### config.mk
export PLATFORM = sky130hd
export DESIGN_NAME = store_buffer
export DESIGN_NICKNAME = d
export VERILOG_FILES = /design/src/rtl/store_buffer_pkg.sv /design/src/rtl/store_buffer_forward_match.sv /design/src/rtl/store_buffer.sv
export SDC_FILE = /design/constraint.sdc
export NUM_CORES = 1
export LEC_CHECK = 0
export CORE_AREA = 2 2 193 195
export DETAILED_ROUTE_END_ITERATION = 10
export DIE_AREA = 0 0 195 197
export GPL_ROUTABILITY_DRIVEN = 0
export PLACE_DENSITY = 0.83
export SETUP_SLACK_MARGIN = 0.15
export SLEW_MARGIN = 20
export SYNTH_ARGS = -nofsm -noshare
export SYNTH_HDL_FRONTEND = slang
export SYNTH_SLANG_ARGS = --single-unit
### constraint.sdc
create_clock -name clk -period 7.1 [get_ports clk]
set_input_delay 1.775 -clock clk [delete_from_list [all_inputs] [get_ports clk]]
set_output_delay 1.775 -clock clk [all_outputs]
set_load 0.005 [all_outputs]
### src/rtl/store_buffer_pkg.sv
`default_nettype none
// ============================================================================
// Module      : store_buffer_pkg
// Description : Core-wide memory-path definitions shared by the store buffer
//               and its forwarding matcher: address/data widths, the buffered
//               entry record and the word-index slice helper.
// Revision    : 1.0 - initial release
// ============================================================================
package store_buffer_pkg;

    localparam int C_AW = 32;
    localparam int C_DW = 32;

    // One buffered store: full byte address (low bits kept for the memory
    // port) plus the write data.
    typedef struct packed {
        logic [C_AW-1:0] addr;
        logic [C_DW-1:0] data;
    } entry_t;

    // All accesses are full words, so only bits [AW-1:2] identify a location.
    function automatic logic [C_AW-3:0] word_idx(input logic [C_AW-1:0] a);
        return a[C_AW-1:2];
    endfunction

endpackage
`default_nettype wire

### src/rtl/store_buffer_forward_match.sv
`default_nettype none
// ============================================================================
// Module      : sb_forward_match
// Description : DEPTH-way word-index compare of a load address against the
//               buffered stores, returning the youngest matching entry.
// Ports       : entries - buffered store records
//               valid   - per-entry occupancy
//               wr_ptr  - next write slot (youngest entry is wr_ptr-1)
//               ld_addr - load byte address
//               hit     - some valid entry matches ld_addr's word
//               data    - data of youngest match, 0 when no hit
// Revision    : 1.0 - initial release
// ============================================================================
module sb_forward_match
    import store_buffer_pkg::*;
#(
    parameter int DEPTH = 4
) (
    input  entry_t                     entries [DEPTH],
    input  logic [DEPTH-1:0]           valid,
    input  logic [$clog2(DEPTH)-1:0]   wr_ptr,
    input  logic [C_AW-1:0]            ld_addr,
    output logic                       hit,
    output logic [C_DW-1:0]            data
);

    localparam int PW = $clog2(DEPTH);

    logic [PW-1:0] w_idx;

    // Walk from oldest (wr_ptr-DEPTH) to youngest (wr_ptr-1); a later match
    // overwrites an earlier one, so the youngest store wins.
    always_comb begin
        hit   = 1'b0;
        data  = '0;
        w_idx = '0;
        for (int k = DEPTH; k >= 1; k--) begin
            w_idx = wr_ptr - PW'(k);
            if (valid[w_idx] &&
                (word_idx(entries[w_idx].addr) == word_idx(ld_addr))) begin
                hit  = 1'b1;
                data = entries[w_idx].data;
            end
        end
    end

endmodule
`default_nettype wire

### src/rtl/store_buffer.sv
`default_nettype none
// ============================================================================
// Module      : store_buffer
// Description : Posted-write store buffer in front of the data memory. Stores
//               are queued in a circular FIFO and drained one per cycle when
//               memory is ready; loads forward from the youngest matching
//               buffered store.
// Ports       : st_valid/st_addr/st_data/st_ready - core store request
//               ld_addr/ld_hit/ld_data            - load forwarding lookup
//               mem_ready/mem_we/mem_addr/mem_wdata - memory write port
//               empty/count                       - occupancy status
// Revision    : 1.0 - initial release
// ============================================================================
module store_buffer
    import store_buffer_pkg::*;
#(
    parameter int DEPTH = 4,
    // Widths are tied to the shared entry record; keep them at the package
    // values.
    parameter int AW    = C_AW,
    parameter int DW    = C_DW
) (
    input  logic                        clk,
    input  logic                        rst_n,
    input  logic                        st_valid,
    input  logic [AW-1:0]               st_addr,
    input  logic [DW-1:0]               st_data,
    output logic                        st_ready,
    input  logic [AW-1:0]               ld_addr,
    output logic                        ld_hit,
    output logic [DW-1:0]               ld_data,
    input  logic                        mem_ready,
    output logic                        mem_we,
    output logic [AW-1:0]               mem_addr,
    output logic [DW-1:0]               mem_wdata,
    output logic                        empty,
    output logic [$clog2(DEPTH+1)-1:0]  count
);

    localparam int PW = $clog2(DEPTH);
    localparam int CW = $clog2(DEPTH+1);
    localparam logic [CW-1:0] c_full = CW'(DEPTH);

    entry_t           r_entry [DEPTH];
    logic [DEPTH-1:0] r_valid;
    logic [PW-1:0]    r_wr_ptr;
    logic [PW-1:0]    r_rd_ptr;
    logic [CW-1:0]    r_count;

    logic             w_push;
    logic             w_pop;

    // Full check uses registered count only: a same-cycle pop does not
    // open a slot for the incoming store.
    assign st_ready  = (r_count != c_full);
    assign empty     = (r_count == '0);
    assign mem_we    = !empty && mem_ready;
    assign count     = r_count;
    // Head entry is shown even when empty; its contents stay as last written.
    assign mem_addr  = r_entry[r_rd_ptr].addr;
    assign mem_wdata = r_entry[r_rd_ptr].data;

    assign w_push    = st_valid && st_ready;
    assign w_pop     = mem_we;

    always_ff @(posedge clk or negedge rst_n) begin
        if (!rst_n) begin
            for (int i = 0; i < DEPTH; i++) begin
                r_entry[i] <= '0;
            end
            r_valid  <= '0;
            r_wr_ptr <= '0;
            r_rd_ptr <= '0;
            r_count  <= '0;
        end else begin
            // Push and pop never target the same slot: push requires a free
            // slot and pop requires an occupied one.
            if (w_pop) begin
                r_valid[r_rd_ptr] <= 1'b0;
                r_rd_ptr          <= r_rd_ptr + 1'b1;
            end
            if (w_push) begin
                r_entry[r_wr_ptr] <= '{addr: st_addr, data: st_data};
                r_valid[r_wr_ptr] <= 1'b1;
                r_wr_ptr          <= r_wr_ptr + 1'b1;
            end
            case ({w_push, w_pop})
                2'b10:   r_count <= r_count + 1'b1;
                2'b01:   r_count <= r_count - 1'b1;
                default: r_count <= r_count;
            endcase
        end
    end

    sb_forward_match #(
        .DEPTH (DEPTH)
    ) u_forward (
        .entries (r_entry),
        .valid   (r_valid),
        .wr_ptr  (r_wr_ptr),
        .ld_addr (ld_addr),
        .hit     (ld_hit),
        .data    (ld_data)
    );

endmodule
`default_nettype wire

==> results of run 1 <==
[power groups by stage]
stage	Sequential (mW)	Combinational [mW]	Clock, mW
detailed placement	3.47	8.86	0
CTS	3.44	8.96	1.70
floorplan	3.02	6.70	0
global route	3.64	9.53	1.76
finish	3.51	9.03	1.67
global placement	3.33	8.67	0
[through the flow]
| stage | power [mW] | setup WS, ns | std cells | hold WS, ns | cell area [µm²] |
|---|---|---|---|---|---|
| 2_1_floorplan | 9.720 | 1.356 | 1564 | 0.4739 | 21210 |
| 5_1_grt | 14.92 | 0.1215 | 2175 | 0.5157 | 24730 |
| 3_5_place_dp | 12.33 | 0.1893 | 2111 | 0.4897 | 23550 |
| 6_report | 14.21 | 0.1901 | 2178 | 0.5015 | 24740 |
| 4_1_cts | 14.10 | 0.1891 | 2168 | 0.5041 | 24640 |
| 3_3_place_gp | 12.00 | 0.2434 | 2111 | 0.4822 | 23550 |
[final cells by class]
class / instances / area [µm²] / share of cell area, %
multi-input cells: 1114 / 13740 / 55.52
diodes: 3 / 7.507 / 0.03034
flip-flops and latches: 267 / 6696 / 27.07
well taps: 468 / 585.6 / 2.367
clock inverters: 16 / 224.0 / 0.9052
repair buffers: 256 / 2591 / 10.47
clock buffers: 40 / 848.3 / 3.429
inverters: 14 / 52.55 / 0.2124
[placed cells by master (no fill, tap or decap), types with 4 or more instances in the layout]
cell type	n
bufinv_16	5
clkbuf_16	31
a211oi_1	4
a221oi_1	6
ha_1	8
o211ai_1	39
nand3_1	37
a21oi_1	6
mux2_2	260
nor4_2	30
xnor2_1	74
nand4_1	12
buf_12	11
clkinv_2	7
nor2_1	17
nor3_1	6
dfrtp_4	4
xor2_1	43
dfrtp_1	263
mux4_2	282
a32oi_1	31
nand2_1	31
o21ai_1	11
clkbuf_1	4
inv_1	13
o221ai_1	4
mux2i_1	58
nor4_1	14
o21ai_0	65
nand2_4	4
clkdlybuf4s50_1	197
nand2b_1	33
clkbuf_8	6
buf_4	43
[registers in the layout, indices dropped and copies added, names as in the netlist]
name	flops
r_valid	4
r_rd_ptr	2
r_entry	256
r_wr_ptr	2
count	3
[path summary, 6_finish.rpt]
path,slack [ns],depth (start not counted),startpoint,to
worst max-delay path,0.19,9,ld_addr[2],ld_data[23]
worst min-delay path,0.50,1,r_entry[96],r_entry[96]
min in group asynchronous,1.18,1,rst_n,r_entry[197]
worst min register to register,0.50,1,r_entry[96],r_entry[96]
worst max register to register,3.78,6,r_wr_ptr[0],r_entry[48]
max in group asynchronous,4.55,2,rst_n,r_entry[214]
[kinds of logic (layout without fill, tap and decap cells)]
logic type                 Yosys count  in the layout  synth area share (%)
adders and majority gates           10             10                0.6252
AOI/OAI and AO/OA                  186            186                 6.028
buffers and inverters              183            326                 4.329
other                                0              3                     0
DFF                                267            267                 31.50
muxes                              602            602                 46.72
and+or+nand+nor                    197            197                 5.886
xor gates and xnor gates           119            119                 4.913
[timing repair]
item	CTS	global route
pin swaps	1	3
buffers inserted	1	6
setup endpoints to repair	4	16
gates resized for setup	0	6
cloned	0	1
[layer usage]
layer,wire length [µm],GRT usage [%],up-vias
li1,-,-,6528
met1,21780,41.59,8080
met2,29310,51.40,1057
met3,6751,6.537,176
met4,2408,14.62,6
met5,40,0,-
==> summary.md, run 1 <==
| Metric | Value |
|---|---|
| Switching part of the total | 39.95% |
| Relative slew slack | 32.50% |
| Clk buf depth | 3 |
| NetSw | 5.679 mW |
| Status | finished, final reports clean |
| Vias in the first global route | 16260 |
| FF+latch count, synth | 267 |
| Routed Antenna Nets | 0 |
| Io pins | 203 |
| Fmax | 0.1447 GHz |
| Max cap viols | 0 |
| Tightest Pin Transition | 1.009 ns |
| Synth Net Count | 1674 |
| Final setup viols | 0 |
| Die width | 195 µm |
| Share of post-route cells with drive strength above 1 | 41.24% |
| Crit. End Element | output pin |
| Rows | 70 |
| Final net count | 1793 |
| Primary FF master, synth | dfrtp_1 |
| WL final | 60290 µm |
| DR WL/cell | 27.68 µm |
| GRT Total Usage | 31.71% |
| Worst-skew pair later-pin latency | 0.57 ns |
| DRT Pass-1 Iters | 7 |
| CP dominant cell by count | clkdlybuf4s50_1 |
| Post-layout minimum cycle time | 6.910 ns |
| Combinational power share | 63.5% |
| Int Power | 8.535 mW |
| Total die area | 38420 µm² |
| Hold crit path type | reg -> reg |
| Sequential Power Share | 24.7% |
| I/O Buffers | 200 |
| Grt total ovfl | 0 |
| Count leader, synth | mux4_2 |
| Leakage power | 9.055 nW |
| Synth top cells by count | mux4_2 (282), dfrtp_1 (267), mux2_2 (260) |
| Initial Utilization | 58.51% |
| Setup CP Type | in -> out |
| Crit path cell chain | clkdlybuf4s50_1 > xor2_1 > nor4_1 > o211ai_1 > or4_1 > and2_1 > buf_12 > a32oi_1 > clkdlybuf4s50_1 |
| Sequential element share of the synthesized area | 31.50% |
| Final Cycle Share | 97.32% |
| Avg Inst Size Synth | 13.56 µm² |
| Slew Viols, Final | 0 |
| Setup TNS | 0 ns |
| CTS tree | done |
| Fill count | 2458 |
| CP startpoint kind | primary input |
| P&R area growth vs syn | 16.63% |
| Mapped cell area | 21210 µm² |
| Post-synth EDFFs | 0 |
| Crit path required time | 5.33 ns |
| CTS buffer count | 30 |
| H-tree depth | 1 |
| CTS Hold Bufs | 0 |
| Maximum vdd ir drop | 0.4016 mV |
| Crit path max-delay family | simple AND/OR/NAND/NOR gates |
| Crit path max fanout | 33 |
| Drt drc | 0 |
| Crit-path slowest cell | nor4_1 |
| Cell variety after synth | 52 |
| Core area | 36260 µm² |
| Vias per Instance | 7.276 |
| Clk pwr share | 11.8% |
| DRT iter0 DRCs | 1661 |
| Fin Clk Skew | 0.007041 ns |
| Largest area contributor in the netlist | dfrtp_1 |
| Async set or reset register ratio after synthesis | 100.0% |
| Worst path bufs/invs | 3 |
| YS warnings | 0 |
| CP arrival | 5.13 ns |
| Clock sinks | 267 |
| Share of the core filled with cells | 68.23% |
| Clock transition at path regs | 0.06 ns |
| Largest net degree at the start of global routing | 145 |
| RSZ-0062 raised after global routing | true |
| DPL Wire Length | 38380 µm |
| First-pass GRT wire length | 94300 µm |
| Die Y | 197 µm |
| Power Density | 574.5 nW/µm² |
| Initial antenna violation count | 6 |
| Final Hold Vio Count | 0 |
| Cells after Synth | 1564 |
| Clock root buffer | clkbuf_16 |
| Largest cells by area after synthesis | dfrtp_1 (31%), mux4_2 (30%), mux2_2 (14%), xnor2_1 (3.1%), mux2i_1 (2.7%) |
| Critical path's largest stage delay | 0.57 ns |
| Vias | 15850 |
| Top-area cell type share of the netlist area | 31.50% |
Power figures use the tool's default switching activity.
==> run 2: changes to the inputs <==
--- a/config.mk
+++ b/config.mk
@@ -9,6 +9,7 @@
 export DETAILED_ROUTE_END_ITERATION = 10
 export DIE_AREA = 0 0 195 197
 export GPL_ROUTABILITY_DRIVEN = 0
+export MAX_ROUTING_LAYER = met4
 export PLACE_DENSITY = 0.83
 export SETUP_SLACK_MARGIN = 0.15
 export SLEW_MARGIN = 20
==> run 2 against run 1 <==
Net effect: power about the same; combinational power is essentially flat; routed wire length did not move; hold slack better by 0.00097 ns; clock power about the same; via count increased by 1.1%; utilization about the same; cell count increased by 0.14%.
==> summary.md, run 2 (same netlist as run 1, synthesis figures left out) <==
| Metric | Value |
|---|---|
| CTS tree | done (unchanged) |
| Final Cycle Share | 96.98% (was 97.32%) |
| Setup CP Type | in -> out (unchanged) |
| First-pass GRT wire length | 94330 µm (was 94300 µm) |
| Vias in the first global route | 16270 (was 16260) |
| Initial antenna violation count | 6 (unchanged) |
| DRT Pass-1 Iters | 7 (unchanged) |
| Rows | 70 (unchanged) |
| Total die area | 38420 µm² (unchanged) |
| Die Y | 197 µm (unchanged) |
| RSZ-0062 raised after global routing | true (unchanged) |
| Clock root buffer | clkbuf_16 (unchanged) |
| CP startpoint kind | primary input (unchanged) |
| Hold crit path type | reg -> reg (unchanged) |
| Most common cell after layout, fill and taps aside | mux4_2 (unchanged) |
| P&R area growth vs syn | 16.70% (was 16.63%) |
| Relative slew slack | 30.11% (was 32.50%) |
| CTS Hold Bufs | 0 (unchanged) |
| WL final | 60290 µm (unchanged) |
| Fill count | 2456 (was 2458) |
| Routed Antenna Nets | 0 (unchanged) |
| GRT Total Usage | 32.73% (was 31.71%) |
| Setup TNS | 0 ns (unchanged) |
| Core area | 36260 µm² (unchanged) |
| Crit path max fanout | 33 (unchanged) |
| DR WL/cell | 27.64 µm (was 27.68 µm) |
| Vias | 16020 (was 15850) |
| Most flop-heavy register | r_entry (unchanged) |
| Final setup viols | 0 (unchanged) |
| Drt drc | 0 (unchanged) |
| Leakage power | 9.055 nW (about the same) |
| Post-layout minimum cycle time | 6.885 ns (was 6.910 ns) |
| Fmax | 0.1452 GHz (was 0.1447 GHz) |
| Clock sinks | 267 (unchanged) |
| Initial Utilization | 58.51% (unchanged) |
| Final Hold Vio Count | 0 (unchanged) |
| CP arrival | 5.11 ns (was 5.13 ns) |
| Power Density | 574.6 nW/µm² (was 574.5 nW/µm²) |
| Max reg flops | 256 (unchanged) |
| Fin Clk Skew | 0.01046 ns (was 0.007041 ns) |
| Tot Pwr | 14.22 mW (was 14.21 mW) |
| Crit. End Element | output pin (unchanged) |
| Io pins | 203 (unchanged) |
| Max cap viols | 0 (unchanged) |
| Most frequent cells in the layout | mux4_2 (282), dfrtp_1 (263), mux2_2 (260) (unchanged) |
| Slew Viols, Final | 0 (unchanged) |
| H-tree depth | 1 (unchanged) |
| Die width | 195 µm (unchanged) |
| Clk buf depth | 3 (unchanged) |
| Maximum vdd ir drop | 0.4041 mV (was 0.4016 mV) |
| Clock transition at path regs | 0.06 ns (about the same) |
| DRT iter0 DRCs | 1787 (was 1661) |
| Crit path required time | 5.33 ns (about the same) |
| I/O Buffers | 200 (unchanged) |
| Grt total ovfl | 0 (unchanged) |
| CTS buffer count | 30 (unchanged) |
| Largest net degree at the start of global routing | 145 (unchanged) |
| Worst-skew pair later-pin latency | 0.57 ns (about the same) |
| Share of post-route cells with drive strength above 1 | 41.30% (was 41.24%) |
| Vias per Instance | 7.343 (was 7.276) |
| Status | finished, final reports clean (unchanged) |
| Final net count | 1793 (unchanged) |
| Tightest Pin Transition | 1.048 ns (was 1.009 ns) |
| DPL Wire Length | 38380 µm (unchanged) |
[run 2: changes by cell type in the layout (fill, tap and decap cells not counted)]
cell,before,now
diode_2,3,6
a32oi_1,31,30
a32oi_2,1,2
[run 2: where the power goes]
group          internal, mW  leakage, nW  total [mW]  switching, mW
Sequential             2.32         3.16        3.51           1.19
Clock                  1.02        0.523        1.67          0.651
Combinational          5.20         5.37        9.04           3.84
[run 2: critical path, stage by stage]
cell and delay (ns):
clkdlybuf4s50_1 0.53, xor2_1 0.23, nor4_1 0.56, o211ai_1 0.15, or4_1 0.50, and2_1 0.23, buf_12 0.17, a32oi_1 0.35
clkdlybuf4s50_1 0.57
[run 2: stage by stage]
stage / hold slack (ns) / utilization [%] / area (µm²) / setup slack [ns] / cells
after CTS: 0.5041 / 67.97 / 24640 / 0.1891 / 2168
after global placement: 0.4822 / 64.96 / 23550 / 0.2434 / 2111
final: 0.5024 / 68.27 / 24760 / 0.2146 / 2181
after global routing: 0.5157 / 68.27 / 24760 / 0.1293 / 2181
after floorplan: 0.4739 / - / 21210 / 1.356 / 1564
after detailed placement: 0.4897 / 64.96 / 23550 / 0.1893 / 2111
[run 2: per-layer routing]
| layer | share of wire [%] | GRT usage [%] | wire (µm) |
|---|---|---|---|
| met3 | 10 | 6.622 | 6294 |
| met2 | 49 | 51.18 | 29340 |
| met4 | 3.9 | 14.87 | 2363 |
| met5 | 0 | - | 0 |
| met1 | 37 | 41.74 | 22300 |
[run 2: cell type report]
class / instances / area, µm² / area share [%]
Inverter: 14 / 52.55 / 0.2123
Multi-Input combinational cell: 1114 / 13740 / 55.51
Clock buffer: 40 / 848.3 / 3.427
Timing Repair Buffer: 256 / 2591 / 10.47
Sequential cell: 267 / 6696 / 27.05
Tap cell: 468 / 585.6 / 2.365
Clock inverter: 16 / 224.0 / 0.9047
Antenna cell: 6 / 15.01 / 0.06065
[run 2: repair_timing]
action	CTS	global route
cloned	0	1
gates resized for setup	0	7
pin swaps	1	3
buffers inserted	1	6
setup endpoints to repair	4	16
[run 2: worst paths after layout]
kind                              from      endpoint  slack [ns]  cells past startpoint
min in group asynchronous        rst_n  r_entry[197]        1.18                      1
max in group asynchronous        rst_n  r_entry[214]        4.54                      2
min                        r_entry[96]   r_entry[96]        0.50                      1
max reg2reg                r_wr_ptr[0]   r_entry[48]        3.74                      6
min reg2reg                r_entry[96]   r_entry[96]        0.50                      1
max                         ld_addr[2]   ld_data[23]        0.21                      9
